`config.mk`:
```
export PLATFORM = sky130hd
export DESIGN_NAME = boot_loader_flat
export DESIGN_NICKNAME = d
export VERILOG_FILES = /design/src/rtl/boot_loader_if.sv /design/src/rtl/boot_loader.sv /design/src/flat_wrapper.sv
export SDC_FILE = /design/constraint.sdc
export NUM_CORES = 1
export LEC_CHECK = 0
export ABC_AREA = 1
export CAP_MARGIN = 20
export CORE_MARGIN = 1.5
export CORE_UTILIZATION = 61
export DETAILED_ROUTE_END_ITERATION = 8
export GPL_ROUTABILITY_DRIVEN = 0
export PLACE_DENSITY = 0.83
export RECOVER_POWER = 100
export SLEW_MARGIN = 20
export SYNTH_ARGS = -nofsm -noshare
export SYNTH_HDL_FRONTEND = slang
export SYNTH_SLANG_ARGS = --single-unit
```
`constraint.sdc`:
```
create_clock -name clk -period 4.3 [get_ports clk]
set_clock_uncertainty 0.1 [all_clocks]
set_input_delay 0.86 -clock clk [delete_from_list [all_inputs] [get_ports clk]]
set_output_delay 0.86 -clock clk [all_outputs]
set_load 0.02 [all_outputs]
```
`src/rtl/boot_loader_if.sv`:
```
// Bus bundle between boot_loader and its FIFO / RAM / bus-arbiter neighbours.
// master: the loader side. slave: the FIFO, RAM and grantor side.
interface boot_loader_if;
  logic        _rxf;
  logic        _rd;
  logic [7:0]  uart_d;
  logic        bus_req;
  logic        bus_gnt;
  logic        _addr_oe;
  logic [15:0] address;
  logic [7:0]  data;
  logic        _we;

  modport master (
    input  _rxf, uart_d, bus_gnt,
    output _rd, bus_req, _addr_oe, address, data, _we
  );

  modport slave (
    output _rxf, uart_d, bus_gnt,
    input  _rd, bus_req, _addr_oe, address, data, _we
  );
endinterface

```
`src/rtl/boot_loader.sv`:
```
// boot_loader: reads a program image (ADDR_HI, ADDR_LO, LEN_HI, LEN_LO, data...)
// from the um245r FIFO and writes it into RAM while holding the CPU in reset.
// Optional trailing checksum byte is enabled with `define BOOT_LOADER_CHECKSUM_EN.
// State-change tracing (LOG) is a simulation facility and is not part of this block.
module boot_loader #(
  parameter int unsigned RD_LEN         = 2,
  parameter int unsigned WE_LEN         = 2,
  parameter int unsigned TIMEOUT_CYCLES = 1000
) (
  input  logic          clk,
  input  logic          _mr,
  input  logic          start,
  boot_loader_if.master bif,
  output logic          _cpu_hold,
  output logic          busy,
  output logic          done,
  output logic          err
);

  localparam logic [3:0] S_IDLE     = 4'd0;
  localparam logic [3:0] S_WAIT_RXF = 4'd1;
  localparam logic [3:0] S_RD_LOW   = 4'd2;
  localparam logic [3:0] S_REQ      = 4'd3;
  localparam logic [3:0] S_SETUP    = 4'd4;
  localparam logic [3:0] S_WE_LOW   = 4'd5;
  localparam logic [3:0] S_HOLD     = 4'd6;
  localparam logic [3:0] S_FINISH   = 4'd7;
  localparam logic [3:0] S_CSUM_ERR = 4'd8;

  localparam logic [1:0] P_HDR  = 2'd0;
  localparam logic [1:0] P_DATA = 2'd1;
  localparam logic [1:0] P_CSUM = 2'd2;

`ifdef BOOT_LOADER_CHECKSUM_EN
  localparam logic [3:0] S_AFTER_DATA = S_WAIT_RXF;
`else
  localparam logic [3:0] S_AFTER_DATA = S_FINISH;
`endif

  localparam int unsigned LMAX = (RD_LEN > WE_LEN) ? RD_LEN : WE_LEN;
  localparam int unsigned CW   = $clog2(LMAX + 1);
  localparam int unsigned TW   = $clog2(TIMEOUT_CYCLES + 2);

  logic [3:0]    r_state;
  logic [1:0]    r_phase;
  logic [1:0]    r_idx;
  logic [CW-1:0] r_cnt;
  logic [TW-1:0] r_tmo;
  logic [15:0]   r_addr;
  logic [7:0]    r_data;
  logic [15:0]   r_len;
  logic          r_err;
`ifdef BOOT_LOADER_CHECKSUM_EN
  logic [7:0]    r_sum;
`endif

  logic w_rd_last;
  logic w_we_last;
  logic w_tmo_armed;
  logic w_tmo_hit;
  logic w_len_zero;

  assign w_rd_last   = (r_cnt == CW'(RD_LEN - 1));
  assign w_we_last   = (r_cnt == CW'(WE_LEN - 1));
  // The wait for the very first header byte is unbounded.
  assign w_tmo_armed = !((r_phase == P_HDR) && (r_idx == 2'd0));
  assign w_tmo_hit   = (TIMEOUT_CYCLES != 0) && (r_tmo == TW'(TIMEOUT_CYCLES - 1));
  assign w_len_zero  = ({r_len[15:8], bif.uart_d} == 16'h0000);

  // Sequencer: header fetch, per-byte read/write handshakes, completion and abort.
  always_ff @(posedge clk or negedge _mr) begin
    if (!_mr) begin
      r_state <= S_IDLE;
      r_phase <= P_HDR;
      r_idx   <= '0;
      r_cnt   <= '0;
      r_tmo   <= '0;
      r_addr  <= '0;
      r_data  <= '0;
      r_len   <= '0;
      r_err   <= 1'b0;
`ifdef BOOT_LOADER_CHECKSUM_EN
      r_sum   <= '0;
`endif
    end else begin
      case (r_state)
        S_IDLE: begin
          if (start) begin
            r_state <= S_WAIT_RXF;
            r_phase <= P_HDR;
            r_idx   <= '0;
            r_tmo   <= '0;
            r_err   <= 1'b0;
`ifdef BOOT_LOADER_CHECKSUM_EN
            r_sum   <= '0;
`endif
          end
        end
        S_WAIT_RXF: begin
          if (!bif._rxf) begin
            r_state <= S_RD_LOW;
            r_cnt   <= '0;
            r_tmo   <= '0;
          end else if (w_tmo_armed) begin
            if (w_tmo_hit) begin
              r_state <= S_IDLE;
              r_err   <= 1'b1;
            end else begin
              r_tmo <= r_tmo + TW'(1);
            end
          end
        end
        S_RD_LOW: begin
          if (!w_rd_last) begin
            r_cnt <= r_cnt + CW'(1);
          end else begin
            case (r_phase)
              P_HDR: begin
                case (r_idx)
                  2'd0:    r_addr[15:8] <= bif.uart_d;
                  2'd1:    r_addr[7:0]  <= bif.uart_d;
                  2'd2:    r_len[15:8]  <= bif.uart_d;
                  default: r_len[7:0]   <= bif.uart_d;
                endcase
                r_idx <= r_idx + 2'd1;
                if (r_idx == 2'd3) begin
                  if (w_len_zero) begin
                    r_state <= S_AFTER_DATA;
                    r_phase <= P_CSUM;
                  end else begin
                    r_state <= S_WAIT_RXF;
                    r_phase <= P_DATA;
                  end
                end else begin
                  r_state <= S_WAIT_RXF;
                end
              end
              P_DATA: begin
                r_data  <= bif.uart_d;
                r_state <= S_REQ;
`ifdef BOOT_LOADER_CHECKSUM_EN
                r_sum   <= r_sum + bif.uart_d;
`endif
              end
              default: begin
`ifdef BOOT_LOADER_CHECKSUM_EN
                if ((r_sum + bif.uart_d) == 8'h00) begin
                  r_state <= S_FINISH;
                end else begin
                  r_state <= S_CSUM_ERR;
                  r_err   <= 1'b1;
                end
`else
                r_state <= S_FINISH;
`endif
              end
            endcase
          end
        end
        S_REQ: begin
          if (bif.bus_gnt) begin
            r_state <= S_SETUP;
          end
        end
        S_SETUP: begin
          r_state <= S_WE_LOW;
          r_cnt   <= '0;
        end
        S_WE_LOW: begin
          if (!w_we_last) begin
            r_cnt <= r_cnt + CW'(1);
          end else begin
            r_state <= S_HOLD;
          end
        end
        S_HOLD: begin
          r_addr <= r_addr + 16'd1;
          r_len  <= r_len - 16'd1;
          if (r_len == 16'd1) begin
            r_state <= S_AFTER_DATA;
            r_phase <= P_CSUM;
          end else begin
            r_state <= S_WAIT_RXF;
          end
        end
        S_FINISH:   r_state <= S_IDLE;
        S_CSUM_ERR: r_state <= S_IDLE;
        default:    r_state <= S_IDLE;
      endcase
    end
  end

  // Strobes and enables decode straight from state so _mr forces them inactive at once.
  always_comb begin
    bif._rd      = (r_state != S_RD_LOW);
    bif._we      = (r_state != S_WE_LOW);
    bif._addr_oe = !((r_state == S_SETUP) || (r_state == S_WE_LOW) || (r_state == S_HOLD));
    bif.bus_req  = (r_state == S_REQ) || (r_state == S_SETUP) ||
                   (r_state == S_WE_LOW) || (r_state == S_HOLD);
    bif.address  = r_addr;
    bif.data     = r_data;
    busy         = (r_state != S_IDLE);
    done         = (r_state == S_FINISH);
    _cpu_hold    = (r_state == S_IDLE) || (r_state == S_FINISH);
    err          = r_err;
  end

endmodule
```
`src/flat_wrapper.sv`:
```
// flat-port wrapper written by rule: the top's interface ports become plain ports
module boot_loader_flat 
#(
  parameter int unsigned RD_LEN         = 2,
  parameter int unsigned WE_LEN         = 2,
  parameter int unsigned TIMEOUT_CYCLES = 1000
)
  (clk, _mr, start, _cpu_hold, busy, done, err, bif__rxf, bif_uart_d, bif_bus_gnt, bif__rd, bif_bus_req, bif__addr_oe, bif_address, bif_data, bif__we);
  boot_loader_if bif_i ();
  input  logic clk;
  input  logic _mr;
  input  logic start;
  output logic _cpu_hold;
  output logic busy;
  output logic done;
  output logic err;
  input wire logic [$bits(bif_i._rxf)-1:0] bif__rxf;
  input wire logic [$bits(bif_i.uart_d)-1:0] bif_uart_d;
  input wire logic [$bits(bif_i.bus_gnt)-1:0] bif_bus_gnt;
  output wire logic [$bits(bif_i._rd)-1:0] bif__rd;
  output wire logic [$bits(bif_i.bus_req)-1:0] bif_bus_req;
  output wire logic [$bits(bif_i._addr_oe)-1:0] bif__addr_oe;
  output wire logic [$bits(bif_i.address)-1:0] bif_address;
  output wire logic [$bits(bif_i.data)-1:0] bif_data;
  output wire logic [$bits(bif_i._we)-1:0] bif__we;
  assign bif_i._rxf = bif__rxf;
  assign bif_i.uart_d = bif_uart_d;
  assign bif_i.bus_gnt = bif_bus_gnt;
  assign bif__rd = bif_i._rd;
  assign bif_bus_req = bif_i.bus_req;
  assign bif__addr_oe = bif_i._addr_oe;
  assign bif_address = bif_i.address;
  assign bif_data = bif_i.data;
  assign bif__we = bif_i._we;
  boot_loader #(.RD_LEN(RD_LEN), .WE_LEN(WE_LEN), .TIMEOUT_CYCLES(TIMEOUT_CYCLES)) u_core (.clk(clk), ._mr(_mr), .start(start), .bif(bif_i), ._cpu_hold(_cpu_hold), .busy(busy), .done(done), .err(err));
endmodule
```
==> impl_metrics.env, run 1 <==
export IMPL_seq_area_frac_synth=0.386
export IMPL_num_fill_cells=492
export IMPL_syn2layout_area_growth_pct=16.3
export IMPL_synthXorXnorAreaFrac=0.0203
export IMPL_netlist_instances=537
export IMPL_drt_iter0_drc=288
export IMPL_regArea_sq_um=1500
export IMPL_p_switching_w=0.00128
export IMPL_avgSynthCellArea_sq_um=7.24
export IMPL_reg2reg_setup_slack_ns=1.52
export IMPL_crit_chain="nor2_1 > nand2_2 > o21ai_0 > dlygate4sd3_1"
export IMPL_ys_seq_elements=60
export IMPL_clk_latency_ns=0.34
export IMPL_crit_slowest_cell="dlygate4sd3_1"
export IMPL_critPathCapture="_cpu_hold"
export IMPL_drc=0
export IMPL_wl_mm=9.67
export IMPL_finalSetupViolCount=0
export IMPL_final_nets=608
export IMPL_path_class="reg2out"
export IMPL_startpoint="u_core.r_state[2]"
export IMPL_combPwrFrac=0.443
export IMPL_tightestPinTransition_ns=2.18
export IMPL_wl_per_cell_um=14.5
export IMPL_cts_buffers=9
export IMPL_ant_nets=0
export IMPL_io_pins=45
export IMPL_coreArea_sq_um=6030
export IMPL_ir_worst_vdd_v=0.000475
export IMPL_relSlewSlack=-0.456
export IMPL_violations="capacitance limit, slew limit"
export IMPL_critPathCaptureType="primary output"
export IMPL_clk_path_buf_depth=2
export IMPL_drive_above_1_share=0.0626
export IMPL_rsz0062_at_grt="no"
export IMPL_cts_hold_buffers=0
export IMPL_rows=28
export IMPL_grt_max_degree=40
export IMPL_multi_input_area_sq_um=1960
export IMPL_r2r_start="u_core.r_state[2]"
export IMPL_dieWidth_um=82.8
export IMPL_fin_crit_sh=0.696
export IMPL_p_per_area_nw_per_um2=648
export IMPL_vias=3746
export IMPL_ys_warn_count=0
export IMPL_max_freq_mhz=334
export IMPL_dp_hpwl_mm=7.00
export IMPL_max_stage_delay_ns=0.70
export IMPL_start_util=0.645
export IMPL_cp_max_fo=10
export IMPL_drv_slew=40
export IMPL_swShare=0.438
export IMPL_cts_setup_buffers=0
export IMPL_cap_violations=1
export IMPL_seqPwrFrac=0.334
export IMPL_synth_top_family_by_area="simple AND/OR/NAND/NOR gates"
export IMPL_status="finished with violations"
export IMPL_cts_resized=0
export IMPL_cp_required_ns=3.34
export IMPL_synth_distinct_cells=37
export IMPL_hold_viol_final=0
export IMPL_cp_arrival_ns=2.03
export IMPL_cts_sinks=60
export IMPL_finish_utilization=0.750
export IMPL_path_clk_slew_ns=0.07
export IMPL_diodes=0
export IMPL_internal_power_w=0.00164
export IMPL_worstSetupStartpointType="flop"
export IMPL_portBuffers=44
export IMPL_fin_tns_setup_ns=0
export IMPL_synth_compound_area_frac=0.120
export IMPL_synthMuxAreaShare=0.0232
export IMPL_p_leak_nw=2.22
export IMPL_synthSimpleGateAreaFrac=0.335
export IMPL_worstReg2RegEnd="u_core.r_len[2]"
export IMPL_first_pass_iters=5
export IMPL_cts_tree="done"
export IMPL_grt_overflow=0
export IMPL_synth_fp_nets=559
export IMPL_die_h_um=82.8
export IMPL_vias_per_cell=5.62
export IMPL_clkPwrFrac=0.223
export IMPL_die_area_sq_um=6860
export IMPL_cts_max_level=3
export IMPL_syn_area_sq_um=3890
export IMPL_period_needed_ns=2.99
export IMPL_cts_root_buffer="clkbuf_8"
export IMPL_rr_worst_depth=8
export IMPL_synthAdderAreaFrac=0.0290
export IMPL_antenna_found_initial=0
export IMPL_min_path_type="reg2reg"
export IMPL_grt_pass1_vias=3736
export IMPL_grt_pass1_wl_mm=16.8
export IMPL_track_usage=0.296
## worst min path at each step
stage | cells after the start | endpoint | startpoint | slack (ns)
after floorplan | 1 | u_core.r_cnt[0] | u_core.r_cnt[0] | 0.35
after global placement | 1 | u_core.r_cnt[0] | u_core.r_cnt[0] | 0.37
after detailed placement | 1 | u_core.bif.data[1] | u_core.bif.data[1] | 0.39
after CTS | 2 | u_core.r_phase[1] | u_core.r_phase[1] | 0.41
after global routing | 1 | u_core.bif.data[2] | u_core.bif.data[2] | 0.41
final | 1 | u_core.bif.data[1] | u_core.bif.data[1] | 0.40
## layout make-up
class,count,area share
flip-flops and latches,60,0.332
inverters,70,0.0587
well taps,75,0.0208
repair buffers,46,0.0994
clock inverters,4,0.0210
multi-input cells,399,0.434
clock buffers,12,0.0343
## state kept, by name, indices dropped and copies added (netlist names)
register / cells
u_core.r_tmo: 10
u_core.err: 1
u_core.r_state: 3
u_core.bif.address: 16
u_core.r_len: 16
u_core.r_idx: 2
u_core.bif.data: 8
u_core.r_phase: 2
u_core.r_cnt: 2
## per-stage QoR
stage / hold slack, ns / setup slack (ns) / std cells / total power, W / area (sq um)
after floorplan: 0.353 / 2.26 / 537 / 0.00193 / 3890
after CTS: 0.408 / 1.42 / 666 / 0.00302 / 4610
after global routing: 0.411 / 1.21 / 666 / 0.00312 / 4520
final: 0.401 / 1.31 / 666 / 0.00293 / 4520
after global placement: 0.372 / 1.80 / 650 / 0.00231 / 4360
after detailed placement: 0.394 / 1.75 / 650 / 0.00237 / 4360
## cells in the final DEF, fill, tap and decap left out, types with 3 or more instances in the layout
cell type / netlist / final
dlygate4sd3_1: 0 / 34
clkbuf_8: 0 / 11
ha_1: 9 / 9
nand4_1: 12 / 12
o21ai_0: 29 / 34
a31oi_1: 9 / 9
xor2_1: 6 / 6
nand2_4: 4 / 3
xnor2_1: 3 / 3
dfrtp_1: 60 / 60
a21oi_1: 23 / 24
nand2_1: 131 / 133
bufinv_16: 0 / 3
o22ai_1: 3 / 3
nor2_1: 85 / 90
clkdlybuf4s50_1: 0 / 9
nand3_1: 42 / 42
o21bai_1: 5 / 5
nor3_1: 4 / 5
inv_2: 7 / 3
inv_1: 61 / 64
mux2_2: 8 / 7
## layer usage
metal / share of wire / GRT usage / wire (um) / up-vias
met5: 0 / 0 / 0 / -
met4: 0.030 / 0.145 / 286 / 0
met3: 0.061 / 0.0398 / 594 / 30
met2: 0.47 / 0.489 / 4560 / 159
met1: 0.44 / 0.386 / 4220 / 1724
li1: - / - / - / 1833
## cell families (layout without fill, tap and decap cells)
group	count (synthesis)	in the layout
multiplexers	8	8
AND/OR/NAND/NOR	293	293
XOR/XNOR	9	9
buffers and inverters	78	132
flip-flops	60	60
adder cells (fa/ha/maj)	9	9
AO/OA/AOI/OAI	80	80
## synthesized netlist by cell type, drive strengths merged
| cell | instances | area (sq um) |
|---|---|---|
| o22ai | 3 | 18.8 |
| or2 | 1 | 6.26 |
| nor2 | 90 | 375 |
| mux2 | 8 | 90.1 |
| a22oi | 1 | 7.51 |
| nand3 | 43 | 220 |
| nor3 | 5 | 36.3 |
| a21oi | 24 | 124 |
| ha | 9 | 113 |
| o21bai | 5 | 37.5 |
| nand3b | 2 | 15.0 |
| nor3b | 1 | 12.5 |
| nand4 | 12 | 75.1 |
| a211oi | 1 | 7.51 |
| o31ai | 1 | 7.51 |
| o21ai | 36 | 206 |
| xnor2 | 3 | 26.3 |
| dfrtp | 60 | 1500 |
| xor2 | 6 | 52.6 |
| nand2 | 138 | 556 |
| buf | 8 | 67.6 |
| a31oi | 9 | 56.3 |
| inv | 70 | 268 |
| and2 | 1 | 6.26 |
## power by group through the flow
stage                     logic, W  clock network [W]  registers (W)
after floorplan           0.000887                  0        0.00104
after global placement     0.00134                  0       0.000972
after detailed placement   0.00138                  0       0.000988
after CTS                  0.00139           0.000651       0.000978
after global routing       0.00145           0.000672        0.00100
final                      0.00130           0.000654       0.000977
## worst max-delay path, delay by kind of cell, from the launching register on
family          cells  cell delay [ns]
buf+inv             1             0.70
flops               1             0.49
simple gates        2             0.40
compound gates      1             0.11
(Power assumes the default switching activity.)
==> run 2: changes to the inputs <==
Settings changed: CORE_UTILIZATION 61 to 57, PLACE_DENSITY 0.83 to 0.78.
Clock period 4.3 ns to 3.1 ns, I/O delays scaled along.
==> impl_metrics.env, run 2 (synthesis results as in run 1) <==
export IMPL_status="finished with violations"
export IMPL_violations="DRC"
export IMPL_ant_nets=0
export IMPL_syn2layout_area_growth_pct=16.4
export IMPL_cp_max_fo=10
export IMPL_cts_setup_buffers=0
export IMPL_fin_ws_ns=0.408
export IMPL_fin_crit_sh=0.868
export IMPL_clk_latency_ns=0.34
export IMPL_io_pins=45
export IMPL_track_usage=0.286
export IMPL_cp_arrival_ns=1.97
export IMPL_cts_tree="done"
export IMPL_critPathCaptureType="primary output"
export IMPL_grt_pass1_wl_mm=16.5
export IMPL_cts_hold_buffers=0
export IMPL_vias=3710
export IMPL_cp_num_buf_inv=1
export IMPL_grt_overflow=0
export IMPL_cts_buffers=9
export IMPL_wl_per_cell_um=14.5
export IMPL_finalSetupViolCount=0
export IMPL_crit_chain="nor2_4 > nand2_2 > o21ai_0 > dlygate4sd3_1"
export IMPL_die_h_um=85.6
export IMPL_drc=1
export IMPL_drive_above_1_share=0.0709
export IMPL_final_cell_mix="nand2_1, nor2_1, inv_1"
export IMPL_placed_cell_area_sq_um=4370
export IMPL_hold_viol_final=0
export IMPL_grt_max_degree=26
export IMPL_final_area_sq_um=4520
export IMPL_rows=29
export IMPL_path_clk_slew_ns=0.07
export IMPL_antenna_found_initial=0
export IMPL_dieWidth_um=85.6
export IMPL_p_leak_nw=2.21
export IMPL_min_path_type="reg2reg"
export IMPL_diodes=0
export IMPL_period_needed_ns=2.69
export IMPL_finish_utilization=0.700
export IMPL_cts_sinks=60
export IMPL_relSlewSlack=0.116
export IMPL_vias_per_cell=5.55
export IMPL_first_pass_iters=7
export IMPL_grt_pass1_vias=3571
export IMPL_critical_path_top_delay_family="buffers and inverters"
export IMPL_num_fill_cells=539
export IMPL_max_freq_mhz=372
export IMPL_p_total_w=0.00398
export IMPL_wl_mm=9.71
export IMPL_clk_path_buf_depth=2
export IMPL_final_common_cell="nand2_1"
export IMPL_ir_worst_vdd_v=0.000716
export IMPL_crit_slowest_cell="dlygate4sd3_1"
export IMPL_dp_hpwl_mm=7.06
export IMPL_max_stage_delay_ns=0.69
export IMPL_drt_iter0_drc=267
export IMPL_final_nets=609
export IMPL_portBuffers=44
export IMPL_path_class="reg2out"
export IMPL_cap_violations=0
export IMPL_cp_required_ns=2.38
export IMPL_fin_tns_setup_ns=0
export IMPL_worstSetupStartpointType="flop"
export IMPL_cts_root_buffer="clkbuf_8"
export IMPL_drv_slew=0
export IMPL_coreArea_sq_um=6460
export IMPL_cts_max_level=3
export IMPL_post_place_ws_ns=0.770
export IMPL_cts_resized=0
export IMPL_rsz0062_at_grt="no"
export IMPL_p_per_area_nw_per_um2=880
export IMPL_tightestPinTransition_ns=1.33
export IMPL_die_area_sq_um=7320
export IMPL_start_util=0.602
run 2: layer usage:
layer,GRT usage,part of all wire
met5,0,0
met4,0.142,0.033
met3,0.0404,0.054
met2,0.462,0.47
met1,0.377,0.45
run 2: report_power, final:
part           total, W  internal, W  switching [W]
sequential      0.00135      0.00105       0.000305
combinational   0.00181     0.000664        0.00115
clock          0.000814     0.000473       0.000341
run 2: layout make-up:
class                      count  area, sq um  area share
timing repair buffer          47          450      0.0996
multi-input combinational    399         1980       0.438
sequential                    60         1500       0.332
tap                           77         96.3      0.0213
clock buffer                  10          138      0.0304
clock inverter                 6         87.6      0.0194
inverter                      70          267      0.0589
run 2: metrics by stage:
stage          cells  hold WS (ns)
2_1_floorplan    537         0.224
3_3_place_gp     653         0.372
3_5_place_dp     653         0.392
4_1_cts          669         0.171
5_1_grt          669         0.429
6_report         669         0.399
run 2: final timing paths:
path / slack (ns) / to / from / cells past startpoint
min reg2reg: 0.40 / u_core.r_cnt[0] / u_core.r_cnt[0] / 1
max reg2reg: 0.45 / u_core.r_len[3] / u_core.r_cnt[1] / 8
min in group asynchronous: 0.46 / u_core.bif.address[2] / _mr / 1
min: 0.40 / u_core.r_cnt[0] / u_core.r_cnt[0] / 1
max: 0.41 / _cpu_hold / u_core.r_state[2] / 4
max in group asynchronous: 1.20 / u_core.r_state[0] / _mr / 2
run 2: worst reg2reg max path: stages, from the launching register on:
cell	delay [ns]
dfrtp_1	0.36
inv_1	0.07
ha_1	0.19
inv_1	0.12
o21ai_0	0.87
nand2_1	0.44
inv_2	0.21
o21ai_0	0.13
nand2_1	0.09
==> run 3: changes to the inputs <==
Settings changed: CORE_UTILIZATION 57 to 35, PLACE_DENSITY 0.78 to 0.51, SKIP_CTS_REPAIR_TIMING set to 1.
==> impl_metrics.env, run 3 (synthesis results as in run 1) <==
export IMPL_status="completed"
export IMPL_cts_tree="done"
export IMPL_clk_latency_ns=0.35
export IMPL_p_leak_nw=2.19
export IMPL_wl_per_cell_um=14.0
export IMPL_first_pass_iters=4
export IMPL_grt_overflow=0
export IMPL_rows=38
export IMPL_dp_hpwl_mm=7.79
export IMPL_finish_utilization=0.419
export IMPL_cap_violations=0
export IMPL_grt_pass1_wl_mm=17.2
export IMPL_regArea_sq_um=1500
export IMPL_num_fill_cells=1176
export IMPL_hold_viol_final=0
export IMPL_period_needed_ns=2.74
export IMPL_path_class="reg2out"
export IMPL_wl_mm=10.2
export IMPL_grt_pass1_vias=3476
export IMPL_ant_nets=0
export IMPL_syn2layout_area_growth_pct=16.7
export IMPL_die_h_um=108
export IMPL_coreArea_sq_um=10800
export IMPL_crit_slowest_cell="dlygate4sd3_1"
export IMPL_max_freq_mhz=365
export IMPL_cp_required_ns=2.38
export IMPL_critical_path_top_delay_family="buffers and inverters"
export IMPL_dieWidth_um=108
export IMPL_track_usage=0.191
export IMPL_fin_crit_sh=0.883
export IMPL_final_nets=610
export IMPL_vias_per_cell=4.93
export IMPL_cp_max_fo=10
export IMPL_final_cell_mix="nand2_1, nor2_1, inv_1"
export IMPL_grt_max_degree=25
export IMPL_cp_arrival_ns=2.02
export IMPL_die_area_sq_um=11700
export IMPL_finalSetupViolCount=0
export IMPL_relSlewSlack=0.0623
export IMPL_max_stage_delay_ns=0.70
export IMPL_tightestPinTransition_ns=1.41
export IMPL_cp_num_buf_inv=1
export IMPL_critPathCaptureType="primary output"
export IMPL_final_common_cell="nand2_1"
export IMPL_drt_iter0_drc=229
export IMPL_cts_root_buffer="clkbuf_8"
export IMPL_ir_worst_vdd_v=0.000357
export IMPL_clk_path_buf_depth=2
export IMPL_vias=3606
export IMPL_path_clk_slew_ns=0.07
export IMPL_worstSetupStartpointType="flop"
export IMPL_rsz0062_at_grt="no"
export IMPL_diodes=0
export IMPL_min_path_type="in2async"
export IMPL_start_util=0.358
export IMPL_p_per_area_nw_per_um2=831
export IMPL_fin_tns_setup_ns=0
export IMPL_multi_input_area_sq_um=1980
export IMPL_drc=0
export IMPL_cts_max_level=3
export IMPL_io_pins=45
export IMPL_antenna_found_initial=0
export IMPL_drive_above_1_share=0.0677
export IMPL_portBuffers=44
export IMPL_cts_sinks=60
export IMPL_cts_buffers=9
export IMPL_crit_chain="nor2_4 > nand2_2 > o21ai_0 > dlygate4sd3_1"
export IMPL_drv_slew=0
==> run 3: cell types whose count changed in the layout (fill, tap and decap cells not counted), moves of 2 or more <==
cell	change
clkbuf_1	+2
clkinv_2	+2
clkinvlp_4	-3
bufinv_16	-2
==> run 3: worst register-to-register path: cells and delay by family (launching register included) <==
family | cells | cell delay [ns]
compound gates | 2 | 1.19
simple gates | 2 | 0.51
flops | 1 | 0.36
buf+inv | 2 | 0.19
fa+ha+maj | 1 | 0.19
==> run 3: per-layer routing <==
layer / track usage / vias up / share of wire
li1: - / 1834 / -
met1: 0.250 / 1693 / 0.49
met2: 0.309 / 63 / 0.46
met3: 0.0416 / 16 / 0.032
met4: 0.0677 / 0 / 0.020
met5: 0 / - / 0
==> run 3: metrics by stage <==
stage	setup slack, ns	cells	power, W	instance area [sq um]	hold slack, ns
2_1_floorplan	1.30	537	0.00267	3890	0.224
3_3_place_gp	0.809	717	0.00328	4460	0.376
5_1_grt	0.193	731	0.00411	4540	0.407
6_report	0.364	731	0.00377	4540	0.309
3_5_place_dp	0.747	717	0.00330	4460	0.397
4_1_cts	0.403	731	0.00394	4620	0.0964
==> run 3: worst paths after layout <==
kind                                     from               endpoint  slack (ns)  cells past startpoint
max in group asynchronous                 _mr             u_core.err        0.76                      2
hold reg to reg            u_core.bif.data[5]     u_core.bif.data[5]        0.40                      1
min in group clk           u_core.bif.data[5]     u_core.bif.data[5]        0.40                      1
hold / removal                            _mr  u_core.bif.address[6]        0.31                      1
setup / recovery            u_core.r_state[2]              _cpu_hold        0.36                      4
setup reg to reg              u_core.r_cnt[1]        u_core.r_len[3]        0.43                      7
==> run 3: area by class of cell <==
type                    count  share of cell area
inverters                  70              0.0585
multi-input cells         399               0.437
clock buffers              11              0.0312
repair buffers             48               0.101
flip-flops and latches     60               0.331
well taps                 140              0.0386
clock inverters             3             0.00331
==> run 3: where the power goes <==
group,internal (W),switching (W),leakage [nW]
Sequential,0.00105,0.000306,0.747
Clock,0.000299,0.000319,0.0848
Combinational,0.000663,0.00113,1.36
Total,0.00201,0.00176,2.19
